===== config.mk =====
export PLATFORM = sky130hd
export DESIGN_NAME = mem_arbiter
export DESIGN_NICKNAME = d
export VERILOG_FILES = /design/src/rtl/mem_arbiter_pkg.sv /design/src/rtl/mem_arbiter_rr_pick2.sv /design/src/rtl/mem_arbiter.sv
export SDC_FILE = /design/constraint.sdc
export NUM_CORES = 1
export LEC_CHECK = 0
export CORE_AREA = 2 2 119 121
export DETAILED_ROUTE_END_ITERATION = 8
export DIE_AREA = 0 0 121 123
export PLACE_DENSITY = 0.73
export SLEW_MARGIN = 20
export SYNTH_ARGS = -nofsm -noshare
export SYNTH_HDL_FRONTEND = slang
export SYNTH_HIERARCHICAL = 1
export SYNTH_SLANG_ARGS = --single-unit

===== constraint.sdc =====
create_clock -name clk -period 2 [get_ports clk]
set_clock_uncertainty 0.05 [all_clocks]
set_input_delay 0.4 -clock clk [delete_from_list [all_inputs] [get_ports clk]]
set_output_delay 0.4 -clock clk [all_outputs]
set_load 0.005 [all_outputs]

===== src/rtl/mem_arbiter_pkg.sv =====
// Shared memory-interface definitions: command codes, default widths and
// the arbiter's state encoding.
package mem_arbiter_pkg;

    localparam int DEFAULT_ADDRESS_WIDTH = 32;
    localparam int DEFAULT_DATA_WIDTH    = 32;
    localparam int DEFAULT_CMD_WIDTH     = 1;

    localparam logic MEM_CMD_READ  = 1'b0;
    localparam logic MEM_CMD_WRITE = 1'b1;

    localparam int NUM_PORTS = 2;

    typedef enum logic [1:0] {
        IDLE  = 2'd0,
        ISSUE = 2'd1,
        WAIT  = 2'd2
    } arb_state_t;

endpackage


===== src/rtl/mem_arbiter_rr_pick2.sv =====
// Combinational two-way round-robin pick: prio breaks ties, otherwise the
// single valid requester wins.
module rr_pick2 (
    input  logic valid0,
    input  logic valid1,
    input  logic prio,
    output logic grant_valid,
    output logic grant_idx
);

    assign grant_valid = valid0 | valid1;
    assign grant_idx   = (valid0 && valid1) ? prio : valid1;

endmodule


===== src/rtl/mem_arbiter.sv =====
// Two-port round-robin arbiter in front of a single memory; one transaction
// outstanding, response routed back to the port that issued it.
module mem_arbiter
    import mem_arbiter_pkg::*;
#(
    parameter int ADDRESS_WIDTH = DEFAULT_ADDRESS_WIDTH,
    parameter int DATA_WIDTH    = DEFAULT_DATA_WIDTH,
    parameter int CMD_WIDTH     = DEFAULT_CMD_WIDTH
) (
    input  logic                     clk,
    input  logic                     reset,
    input  logic                     r0_valid,
    input  logic                     r1_valid,
    output logic                     r0_ready,
    output logic                     r1_ready,
    input  logic [ADDRESS_WIDTH-1:0] r0_address,
    input  logic [ADDRESS_WIDTH-1:0] r1_address,
    input  logic [CMD_WIDTH-1:0]     r0_cmd,
    input  logic [CMD_WIDTH-1:0]     r1_cmd,
    input  logic [DATA_WIDTH-1:0]    r0_data,
    input  logic [DATA_WIDTH-1:0]    r1_data,
    output logic                     r0_res_valid,
    output logic                     r1_res_valid,
    input  logic                     r0_res_ready,
    input  logic                     r1_res_ready,
    output logic [DATA_WIDTH-1:0]    r0_res_data,
    output logic [DATA_WIDTH-1:0]    r1_res_data,
    output logic                     m_valid,
    input  logic                     m_ready,
    output logic [ADDRESS_WIDTH-1:0] m_address,
    output logic [CMD_WIDTH-1:0]     m_cmd,
    output logic [DATA_WIDTH-1:0]    m_data,
    input  logic                     m_res_valid,
    output logic                     m_res_ready,
    input  logic [DATA_WIDTH-1:0]    m_res_data
);

    arb_state_t               state_reg, state_next;
    logic                     prio_reg;
    logic                     owner_reg;
    logic [ADDRESS_WIDTH-1:0] address_reg;
    logic [CMD_WIDTH-1:0]     cmd_reg;
    logic [DATA_WIDTH-1:0]    data_reg;

    logic                     grant_valid;
    logic                     grant_idx;
    logic                     in_idle, in_issue, in_wait;
    logic                     accept, res_done;
    logic [NUM_PORTS-1:0]     res_ready_vec;
    logic [NUM_PORTS-1:0]     res_valid_vec;
    logic [DATA_WIDTH-1:0]    res_data_vec [NUM_PORTS];

    rr_pick2 u_pick (
        .valid0      (r0_valid),
        .valid1      (r1_valid),
        .prio        (prio_reg),
        .grant_valid (grant_valid),
        .grant_idx   (grant_idx)
    );

    // Qualifying every state decode with reset forces all outputs low while
    // reset is held, even before the first clock edge has cleared state_reg.
    assign in_idle  = reset && (state_reg == IDLE);
    assign in_issue = reset && (state_reg == ISSUE);
    assign in_wait  = reset && (state_reg == WAIT);

    assign accept   = in_idle && grant_valid;
    assign r0_ready = accept && !grant_idx;
    assign r1_ready = accept && grant_idx;

    assign m_valid   = in_issue;
    assign m_address = in_issue ? address_reg : '0;
    assign m_cmd     = in_issue ? cmd_reg : '0;
    assign m_data    = in_issue ? data_reg : '0;

    assign res_ready_vec = {r1_res_ready, r0_res_ready};
    assign m_res_ready   = in_wait && res_ready_vec[owner_reg];
    assign res_done      = m_res_valid && m_res_ready;

    genvar gi;
    generate
        for (gi = 0; gi < NUM_PORTS; gi++) begin : g_port
            assign res_valid_vec[gi] = in_wait && (owner_reg == 1'(gi)) && m_res_valid;
            assign res_data_vec[gi]  = res_valid_vec[gi] ? m_res_data : '0;
        end
    endgenerate

    assign r0_res_valid = res_valid_vec[0];
    assign r1_res_valid = res_valid_vec[1];
    assign r0_res_data  = res_data_vec[0];
    assign r1_res_data  = res_data_vec[1];

    always_ff @(posedge clk) begin
        if (!reset) begin
            state_reg   <= IDLE;
            prio_reg    <= 1'b0;
            owner_reg   <= 1'b0;
            address_reg <= '0;
            cmd_reg     <= '0;
            data_reg    <= '0;
        end else begin
            state_reg <= state_next;
            if (accept) begin
                owner_reg   <= grant_idx;
                address_reg <= grant_idx ? r1_address : r0_address;
                cmd_reg     <= grant_idx ? r1_cmd : r0_cmd;
                data_reg    <= grant_idx ? r1_data : r0_data;
            end
            // The port just served loses the next tie.
            if (res_done) begin
                prio_reg <= ~owner_reg;
            end
        end
    end

    always_comb begin
        state_next = state_reg;
        case (state_reg)
            IDLE:    if (grant_valid) state_next = ISSUE;
            ISSUE:   if (m_ready)     state_next = WAIT;
            WAIT:    if (res_done)    state_next = IDLE;
            default: state_next = IDLE;
        endcase
    end

endmodule


* After elaboration in Yosys (flattened, before gate mapping)
Index checks and enable logic that the tools add are counted.
** Word-level totals
- Bits in registers :: 69
- Output and inout port bits :: 135
- Logic and storage cells :: 45
** Cells by class
- Multiplexer cells :: 15
- Bitwise logic cells :: 2
- Equal/unequal tests :: 5
- Reduce and logical (&&, ||, !) cells :: 16
- Order comparisons :: 1
** Operators by type and width (number)
- two-way mux 32 bit :: 6
- logical AND 1 bit :: 13
- two-way mux 2 bit :: 3
- inequality test 2 bit, second input constant :: 3
- one-hot mux 2 bit (3 select lines) :: 1
- two-way mux 1 bit :: 5
- AND reduction 3 bit :: 1
- equality test 2 x 1 -> 1 bit, second input constant :: 1
- equality test 2 bit, second input constant :: 1
- logical NOT 2 bit :: 1
- less-than comparator 1 x 2 -> 1 bit, second input constant :: 1
- logical NOT 1 bit :: 1
- inverter 1 bit :: 1
- OR 1 bit :: 1

* Logic depth before layout (Yosys ltp)
Gate-level depths: netlist of the first run.
- Depth after elaboration :: 6
- Depth in mapped cells :: 8
- Gate-level depth less buffers :: 5

* Cells and area by module
The synthesis of the first run kept the hierarchy.
** Modules (own cells, without submodules)
- mem_arbiter :: instances 1, area an instance 4105.2 µm², seq. area each 1381.3 µm², cells an instance 459
- rr_pick2 :: instances 1, area an instance 17.5 µm², seq. area each 0.0 µm², cells an instance 3

* Worst setup path after synthesis of the first run
Ideal clock, no wire load.
- Path type :: input-to-output
- Start :: input port r1_valid
- End :: output port r0_ready
- Slack :: 0.229 ns
- Cell stages on the path :: 6
- Arrival time :: 1.321 ns
- Cells stage by stage :: or2_1 > and4bb_1 > buf_4 > buf_6 > buf_6 > nor2b_1
** Between the ends
- Longest elaborated chain between the ends :: 4
- Elaborated cells between the ends (all ways) :: 6
** Ends and longest elaborated chain
- start: declaration :: RTL line mem_arbiter.sv:13 : input logic r1_valid,
- logical AND 1 bit :: RTL line mem_arbiter_rr_pick2.sv:12 : assign grant_idx = (valid0 && valid1) ? prio : valid1;
- two-way mux 1 bit :: RTL line mem_arbiter_rr_pick2.sv:12
- logical NOT 1 bit :: RTL line mem_arbiter.sv:68 : assign r0_ready = accept && !grant_idx;
- logical AND 1 bit (*) :: RTL line mem_arbiter.sv:68
- end: declaration :: RTL line mem_arbiter.sv:14 : output logic r0_ready,
Every way passes the cells marked *; elsewhere a longest branch is shown, timed or not.

* Worst setup path in the final report of the first run
- Start :: register state_reg[0]
- End :: output port r1_res_data[12]
** Between the ends
- Longest elaborated chain between the ends :: 5
** Ends and longest elaborated chain
- start: declaration :: RTL line mem_arbiter.sv:38 : arb_state_t state_reg, state_next;
- start signal: assignment :: RTL line mem_arbiter.sv:102 : state_reg <= state_next;
- equality test 2 bit :: RTL line mem_arbiter.sv:65 : assign in_wait = reset && (state_reg == WAIT);
- logical AND 1 bit :: RTL line mem_arbiter.sv:65
- logical AND 1 bit (2 in a row) :: RTL line mem_arbiter.sv:83 : assign res_valid_vec[gi] = in_wait && (owner_reg == 1'(gi)) && m_res_valid;
- two-way mux 32 bit :: RTL line mem_arbiter.sv:84 : assign res_data_vec[gi] = res_valid_vec[gi] ? m_res_data : '0;
- end: declaration :: RTL line mem_arbiter.sv:27 : output logic [DATA_WIDTH-1:0] r1_res_data,
Every way passes these cells.

==> flow_metrics.tcl, run 1 <==
set metrics [dict create \
    final_layout_size_suffix_gt1_share_pct 36.9 \
    reg2reg_slack_ps 80 \
    drc 0 \
    synthArstFlopShare_pct 0 \
    area_growth_pct 103 \
    worstSetupEndpoint "r1_res_data[12]" \
    cp_data_arrival_time_ps 1690 \
    critical_path_class "reg -> out" \
    violations "negative setup slack" \
    max_slew.worst_pin.slew_ps 660 \
    wl_um 16400 \
    crit_required_ps 1550 \
    antenna_found_initial 0 \
    power_switching_uw 1160 \
    drv_slew 0 \
    crit_start "state_reg[0]" \
    fp.dieW_um 121 \
    r2r-start "state_reg[0]" \
    syn_area_um2 4120 \
    p_per_area_nw_per_um2 554 \
    firstDrtPassIters 6 \
    initial_core_util_pct 30.3 \
    netSwitchingFraction_pct 25.0 \
    fillers 1165 \
    synth_fp_nets 632 \
    crit_path_max_incr_delay_ps 340 \
    cp_common_cell "buf_6" \
    viasPerCell 4.75 \
    die_height_um 123 \
    place.gp.congestion 0.741 \
    cts_root_buf "clkbuf_16" \
    design.portCount 305 \
    postSynthCellCount 462 \
    ys_warn_count 6 \
    yosysMostFrequentCell "and2_1" \
    ant_nets 0 \
    globalRouteOverflowTotal 0 \
    fin_crit_ps 2140 \
    drt-initial-drc-count 158 \
    power.internal_uw 3480 \
    hpwl_um 11100 \
    nets 961 \
    cp_max_fo 5 \
    grt_max_degree 73 \
    setup_viol 78 \
    ir_worst_vdd_mv 0.478 \
    grt_setup_unrepaired "yes" \
    rows 43 \
    synth_edf_count 0 \
    crit_path_start_kind "flip-flop" \
    p_seq_share_pct 34.7 \
    ys_seq_elements 69 \
    synth_top_cells_by_count "and2_1, dfxtp_1, nand2_1" \
    synthDistinctLibCells 22 \
    synth_area_leaders "dfxtp_1, and2_1, mux2i_1" \
    vias 4644 \
    synth_top_cell_area_share_pct 33.5 \
    clk_pin_slew_ps 60 \
    core-area_um2 13600 \
    pwr-share-clk_pct 38.3 \
    die_area_um2 14900 \
    post_dp_cell_area_um2 7380 \
    setup_tns_ps -5090 \
    htree_levels 3 \
    io_buffers 304 \
    grt_usage_pct 20.5 \
    yosysTopAreaCell "dfxtp_1" \
    outcome "complete, but fails checks" \
    fin_area_um2 8360 \
    cts.path.max_buffers 2 \
    cp_slowest_cell "dfxtp_2" \
    cts_tree "done" \
    p_leak_uw 0.00426 \
    path_cells "nand4b_1, buf_4, nor2_4, buf_6, buf_6, and2_4, buf_6" \
    clock_latency_ps 340 \
    comb_power_share_pct 26.9 \
    grt_pass1_vias 4623 \
    total_power_uw 4640 \
    fmax_ghz 0.468 \
    cts_sinks 69 \
    cap_violations 0 \
    setup_slack_ps -136 \
    ff2ff_path_depth 8 \
    max_slew_margin_pct 56.0 \
    yosysSeqAreaShare_pct 33.5 \
    end_kind "primary output" \
    grt_pass1_wl_um 23700 \
    reg2reg_to "data_reg[0]" \
    hold_class "reg -> reg" \
    wl_per_cell_um 16.8 \
    hold_viol_final 0 \
    numCtsBuffers 9 \
    avgSynthCellArea_um2 8.92 \
    fin_crit_sh_pct 107 \
    synthFlopType "dfxtp_1" \
]
kinds of logic after synthesis:
kind of cell | Yosys count | synth area share [%]
compound gates | 70 | 16.7
buf+inv | 48 | 6.22
mux | 66 | 16.0
simple gates | 209 | 27.6
flops | 69 | 33.5
per-layer routing:
metal	wire length [um]	GRT usage, %	share of wire, %
met5	0	0	0
met3	1240	6.92	7.5
met2	8960	38.9	55
met1	5940	21.0	36
met4	278	7.19	1.7
what timing repair did:
| action | CTS | global route |
|---|---|---|
| setup buffers | 31 | 8 |
| pin swaps | 30 | 31 |
| hold buffers | 0 | 0 |
| setup endpoints to repair | 135 | 132 |
| gates resized for setup | 554 | 175 |
| cloned | 8 | 2 |
worst max-delay path: cells and delay by family (launching register included):
family | cells | cell delay (ps)
AND/OR/NAND/NOR | 3 | 500
buffers and inverters | 4 | 500
flip-flops | 1 | 340
worst min-delay path by stage:
stage | endpoint | cells past startpoint | startpoint | slack, ps
2_1_floorplan | prio_reg | 2 | prio_reg | 390
3_3_place_gp | prio_reg | 2 | prio_reg | 410
3_5_place_dp | prio_reg | 2 | prio_reg | 410
4_1_cts | prio_reg | 2 | prio_reg | 420
5_1_grt | prio_reg | 2 | prio_reg | 460
6_report | prio_reg | 2 | prio_reg | 430
cells in the final DEF, fill, tap and decap left out, drive strengths merged, types with 2 or more instances in the layout:
master,count
nand4b,2
clkdlybuf4s50,165
clkdlybuf4s15,12
and2,130
dlygate4sd2,2
nor2,6
bufinv,2
o211a,65
dfxtp,69
inv,5
mux2i,66
buf,170
clkbuf,24
nand2,67
power groups by stage:
stage | sequential [uW] | combinational [uW] | clock (uW)
after floorplan | 1610 | 488 | 0
after global placement | 1620 | 1020 | 0
after detailed placement | 1630 | 1040 | 0
after CTS | 1600 | 1200 | 1810
after global routing | 1630 | 1340 | 1880
final | 1610 | 1250 | 1780
per-stage QoR:
step | setup WS, ps | util (%) | std cells | hold slack, ps
after floorplan | 229 | - | 462 | 390
after global placement | -553 | 54.3 | 921 | 407
after detailed placement | -599 | 54.3 | 921 | 412
after CTS | -229 | 60.0 | 976 | 420
after global routing | -211 | 61.4 | 976 | 458
final | -136 | 61.4 | 977 | 434
area by class of cell:
class                   instances  area [um2]  area share (%)
repair buffers                362        3670            43.9
clock buffers                  11         253            3.02
flip-flops and latches         69        1380            16.5
inverters                       4        15.0           0.180
diodes                          1        2.50          0.0299
clock inverters                 5        81.3           0.973
well taps                     180         225            2.69
multi-input cells             345        2730            32.6
(Power assumes the default switching activity.)
==> inputs of run 2 (changes only) <==
- CORE_AREA: 2 2 119 121 -> not set
- CORE_MARGIN: not set -> 2
- CORE_UTILIZATION: not set -> 31
- DIE_AREA: 0 0 121 123 -> not set
- PLACE_DENSITY: 0.73 -> 0.77
- clock period: 2 -> 1.9 ns (I/O delays scaled with it)
==> run 2 against run 1 <==
Global-route usage decreased by 0.67 points; clock-buffer cell count increased by 2; combinational power increased by 8%; the flow still finishes with violations (negative setup slack).
==> flow_metrics.tcl, run 2 (synthesized netlist as in run 1, its figures left out) <==
set metrics [dict create \
    grt_pass1_wl_um 22800 \
    ant_nets 0 \
    pwr-share-clk_pct 36.2 \
    r2r-start "state_reg[0]" \
    io_buffers 304 \
    hp-start "reset" \
    area_growth_pct 105 \
    max_slew_margin_pct 53.9 \
    post_dp_cell_area_um2 7390 \
    p_seq_share_pct 35.5 \
    hpwl_um 10700 \
    grt_max_degree 91 \
    drt-initial-drc-count 190 \
    firstDrtPassIters 4 \
    wl_per_cell_um 16.1 \
    gr-usage-met3_pct 5.99 \
    min_path_cells 3 \
    reg2reg_slack_ps 210 \
    htree_levels 3 \
    power.internal_uw 3600 \
    clock_latency_ps 320 \
    setup_viol 126 \
    viasPerCell 4.70 \
    core-area_um2 13100 \
    die_height_um 119 \
    fin_area_um2 8450 \
    p_leak_uw 0.00429 \
    fmax_ghz 0.469 \
    vias 4597 \
    outcome "complete, but fails checks" \
    fin_crit_sh_pct 112 \
    drc 0 \
    fp.dieW_um 119 \
    cp_data_arrival_time_ps 1700 \
    max_slew.worst_pin.slew_ps 692 \
    ir_worst_vdd_mv 0.364 \
    nets 967 \
    rows 42 \
    met1_usage_pct 20.4 \
    power_switching_uw 1180 \
    worst_hold_slack_ps 404 \
    crit_required_ps 1470 \
    cp_max_fo 6 \
    clk_pin_slew_ps 50 \
    setup_slack_ps -230 \
    cap_violations 0 \
    antenna_found_initial 1 \
    postCtsHoldBufs 0 \
    final_cell_mix "clkdlybuf4s50_1, buf_6, and2_4, nand2_1, dfxtp_1" \
    die_area_um2 14200 \
    fillers 1062 \
    ff2ff_path_depth 6 \
    reg2reg_to "data_reg[15]" \
    hold_class "in -> reg" \
    fin_crit_ps 2130 \
    design.portCount 305 \
    violations "negative setup slack" \
    cts_root_buf "clkbuf_16" \
    globalRouteOverflowTotal 0 \
    hold_path_end "owner_reg" \
    numCtsBuffers 9 \
    top_usage_layer "met2" \
    cts_sinks 69 \
    p_per_area_nw_per_um2 566 \
    globalRouteMet2Util_pct 37.9 \
    final_layout_size_suffix_gt1_share_pct 35.4 \
    grt_usage_pct 19.9 \
    grt_setup_unrepaired "yes" \
    final_common_cell "clkdlybuf4s50_1" \
    end_kind "primary output" \
    setup_tns_ps -16140 \
    hold_viol_final 0 \
    comb_power_share_pct 28.3 \
    initial_core_util_pct 31.4 \
    netSwitchingFraction_pct 24.7 \
    critical_path_class "reg -> out" \
    cts_tree "done" \
    crit_path_start_kind "flip-flop" \
    post-place-ws_ps -670 \
    grt_pass1_vias 4645 \
    wl_um 15700 \
    cts.path.max_buffers 2 \
    place.gp.congestion 0.816 \
    drv_slew 0 \
]
## run 2: cell types whose count changed in the layout (fill, tap and decap cells not counted), sizes merged
cell / change
inv: -1
clkdlybuf4s15: +14
bufinv: -1
dlymetal6s2s: +2
buf: -31
dlygate4sd2: +3
clkbuf: +20
## run 2: what timing repair did
action / 4_1_cts / 5_1_grt
pin swaps: 15 / 41
setup buffers: 10 / 28
gates cloned: 5 / 7
setup endpoints to repair: 135 / 133
resized for setup: 341 / 283
## run 2: stage by stage
stage / utilization [%] / power, uW / std cells
6_report: 64.3 / 4780 / 979
5_1_grt: 64.3 / 5020 / 978
4_1_cts: 60.8 / 4610 / 950
3_5_place_dp: 56.3 / 2810 / 919
3_3_place_gp: 56.3 / 2780 / 919
2_1_floorplan: - / 2200 / 462
## run 2: how the worst max path moves through the flow
| stage | startpoint | to | slack, ps | cells past startpoint |
|---|---|---|---|---|
| final | state_reg[0] | r0_res_data[12] | -230 | 7 |
| after global routing | state_reg[0] | r0_res_data[26] | -320 | 7 |
| after CTS | state_reg[0] | r0_res_data[26] | -400 | 7 |
| after detailed placement | m_res_valid | r0_res_data[21] | -670 | 6 |
| after global placement | m_res_valid | r1_res_data[28] | -630 | 6 |
| after floorplan | r1_valid | r0_ready | 170 | 6 |
## run 2: power by group through the flow
| stage | logic (uW) | registers (uW) | clock network, uW |
|---|---|---|---|
| CTS | 1160 | 1680 | 1760 |
| global route | 1460 | 1720 | 1840 |
| finish | 1350 | 1700 | 1730 |
| detailed placement | 1100 | 1710 | 0 |
| global placement | 1080 | 1700 | 0 |
| floorplan | 514 | 1690 | 0 |
## run 2: worst max-delay path, stage by stage, from the launching register on
cell,delay (ps)
dfxtp_2,320
nand4b_1,280
nor2_4,200
buf_6,150
buf_16,120
buf_12,90
and2_4,130
buf_6,80
## run 2: cell type report
class	count	area [um2]	share of cell area, %
sequential	69	1380	16.4
antenna	1	2.50	0.0296
clock inverter	3	42.5	0.504
clock buffer	13	270	3.20
multi-input combinational	345	2700	31.9
tap	176	220	2.61
timing repair buffer	368	3810	45.2
inverter	4	15.0	0.178
## run 2: per-layer routing
| layer | wire length, um | vias to the layer above |
|---|---|---|
| met4 | 341 | 0 |
| met2 | 8300 | 183 |
| met3 | 1140 | 26 |
| li1 | - | 2242 |
| met5 | 0 | - |
| met1 | 5940 | 2146 |
==> inputs of run 3 (changes only) <==
- CORE_AREA: not set -> 2 2 117 119
- CORE_MARGIN: 2 -> not set
- CORE_UTILIZATION: 31 -> not set
- CTS_BUF_LIST: not set -> sky130_fd_sc_hd__clkbuf_8
- DIE_AREA: not set -> 0 0 119 121
- PLACE_DENSITY: 0.77 -> 0.78
==> run 3 against run 2 <==
The run still ends with negative setup slack left; final area up 0.62%; register-to-register slack worse by 120 ps; utilization up 0.66 points; sequential power about the same; via count up 1.2%; combinational power about the same; critical path depth up 1; sequential share of layout area down 0.10 points; clock power down 32%; setup slack worse by 64 ps; non-clock buffer count up 2; critical path type unchanged; largest cell class unchanged.
==> flow_metrics.tcl, run 3 (synthesized netlist as in run 1, its figures left out) <==
set metrics [dict create \
    cts_sinks 69 \
    reg2reg_to "address_reg[0]" \
    fmax_ghz 0.456 \
    critical_path_class "reg -> out" \
    initial_core_util_pct 31.5 \
    violations "negative setup slack" \
    cap_violations 0 \
    end_kind "primary output" \
    firstDrtPassIters 4 \
    post_dp_cell_area_um2 7340 \
    numCtsBuffers 9 \
    crit_path_max_incr_delay_ps 340 \
    hp-start "prio_reg" \
    globalRouteOverflowTotal 0 \
    wl_um 16700 \
    cp_top_family "simple AND/OR/NAND/NOR gates" \
    fin_crit_sh_pct 115 \
    postCtsHoldBufs 0 \
    p_leak_uw 0.00430 \
    cp_slowest_cell "dfxtp_2" \
    grt_max_degree 72 \
    grt_pass1_vias 4633 \
    cts.path.max_buffers 2 \
    hold_viol_final 0 \
    crit_start "state_reg[0]" \
    p_per_area_nw_per_um2 497 \
    grt_setup_unrepaired "yes" \
    rows 42 \
    crit_required_ps 1470 \
    ir_worst_vdd_mv 0.388 \
    antenna_found_initial 2 \
    setup_viol 132 \
    setup_slack_ps -294 \
    crit_path_start_kind "flip-flop" \
    cts_root_buf "clkbuf_8" \
    fp.dieW_um 119 \
    fin_crit_ps 2190 \
    wl_per_cell_um 17.0 \
    place.gp.congestion 0.782 \
    total_power_uw 4220 \
    vias 4653 \
    drv_slew 0 \
    drt-initial-drc-count 271 \
    worstSetupEndpoint "r0_res_data[14]" \
    ff2ff_path_depth 7 \
    die_area_um2 14400 \
    clk_pin_slew_ps 70 \
    cp_data_arrival_time_ps 1760 \
    nets 969 \
    clock_latency_ps 340 \
    final_cell_mix "clkdlybuf4s50_1, buf_6, and2_4, dfxtp_1, nand2_1" \
    final_layout_size_suffix_gt1_share_pct 41.5 \
    cp.depth 8 \
    area_growth_pct 106 \
    hpwl_um 11000 \
    fin_area_um2 8500 \
    drc 0 \
    viasPerCell 4.74 \
    path_cells "nand4b_1, nor2_2, buf_6, buf_6, buf_16, buf_6, and2_4, buf_6" \
    reg2reg_slack_ps 90 \
    final_common_cell "clkdlybuf4s50_1" \
    cp_common_cell "buf_6" \
    grt_pass1_wl_um 23500 \
    htree_levels 3 \
    design.portCount 305 \
    io_buffers 304 \
    r2r-start "state_reg[0]" \
    grt_usage_pct 20.6 \
    hold_class "reg -> reg" \
    max_slew_margin_pct 57.1 \
    core-area_um2 13100 \
    cp.buffers_inverters 5 \
    cp_max_fo 6 \
    outcome "complete, but fails checks" \
    ant_nets 0 \
    cts_tree "done" \
    die_height_um 121 \
    max_slew.worst_pin.slew_ps 644 \
]
## run 3: cell count changes in the layout (fill, tap and decap cells not counted), sizes merged
cell           change
buf               +35
clkinvlp           +1
clkinv             +2
inv                +1
dlygate4sd2        -2
dlymetal6s2s       -2
clkdlybuf4s15     -17
clkbuf            -16
## run 3: worst min-delay path by stage
stage / depth (start not counted) / slack (ps) / endpoint
CTS: 3 / 430 / owner_reg
global placement: 2 / 410 / prio_reg
floorplan: 2 / 390 / prio_reg
detailed placement: 2 / 420 / prio_reg
finish: 2 / 420 / prio_reg
global route: 2 / 450 / prio_reg
## run 3: area by class of cell
class	instances	area [um2]
Antenna cell	1	2.50
Timing Repair Buffer	370	3880
Tap cell	176	220
Sequential cell	69	1380
Clock buffer	9	124
Clock inverter	7	67.6
Inverter	4	15.0
Multi-Input combinational cell	345	2800
Fill cell	1020	4590
## run 3: repair_timing
action	in CTS	in global routing
hold endpoints to repair	0	0
pin swaps	10	62
endpoints found under the setup margin	140	161
setup buffers	28	20
resized for setup	375	388
cloned	6	5
## run 3: routing by layer
layer  wire length (um)  track usage, %  share of wire (%)
met3               1180            6.58                7.1
met4                347            6.92                2.1
met1               6020            21.3                 36
met2               9100            39.2                 55
met5                 13               0              0.078
## run 3: where the power goes
group / total, uW / internal [uW] / switching [uW]
Sequential: 1700 / 1610 / 87.4
Combinational: 1350 / 854 / 496
Clock: 1170 / 599 / 576
## run 3: tightest hold or removal path, stage by stage (launching register included)
cell	delay (ps)
dfxtp_1	320
nand2_1	60
o32ai_1	60
## run 3: per-stage QoR
| stage | utilization [%] | setup TNS [ps] | hold slack (ps) | setup WS [ps] | instances |
|---|---|---|---|---|---|
| after CTS | 60.5 | -30210 | 426 | -456 | 964 |
| after global placement | 56.1 | -64610 | 406 | -537 | 914 |
| final | 64.9 | -21930 | 424 | -294 | 981 |
| after global routing | 64.9 | -31240 | 447 | -376 | 981 |
| after detailed placement | 56.1 | -72200 | 418 | -594 | 914 |
| after floorplan | - | 0 | 390 | 169 | 462 |
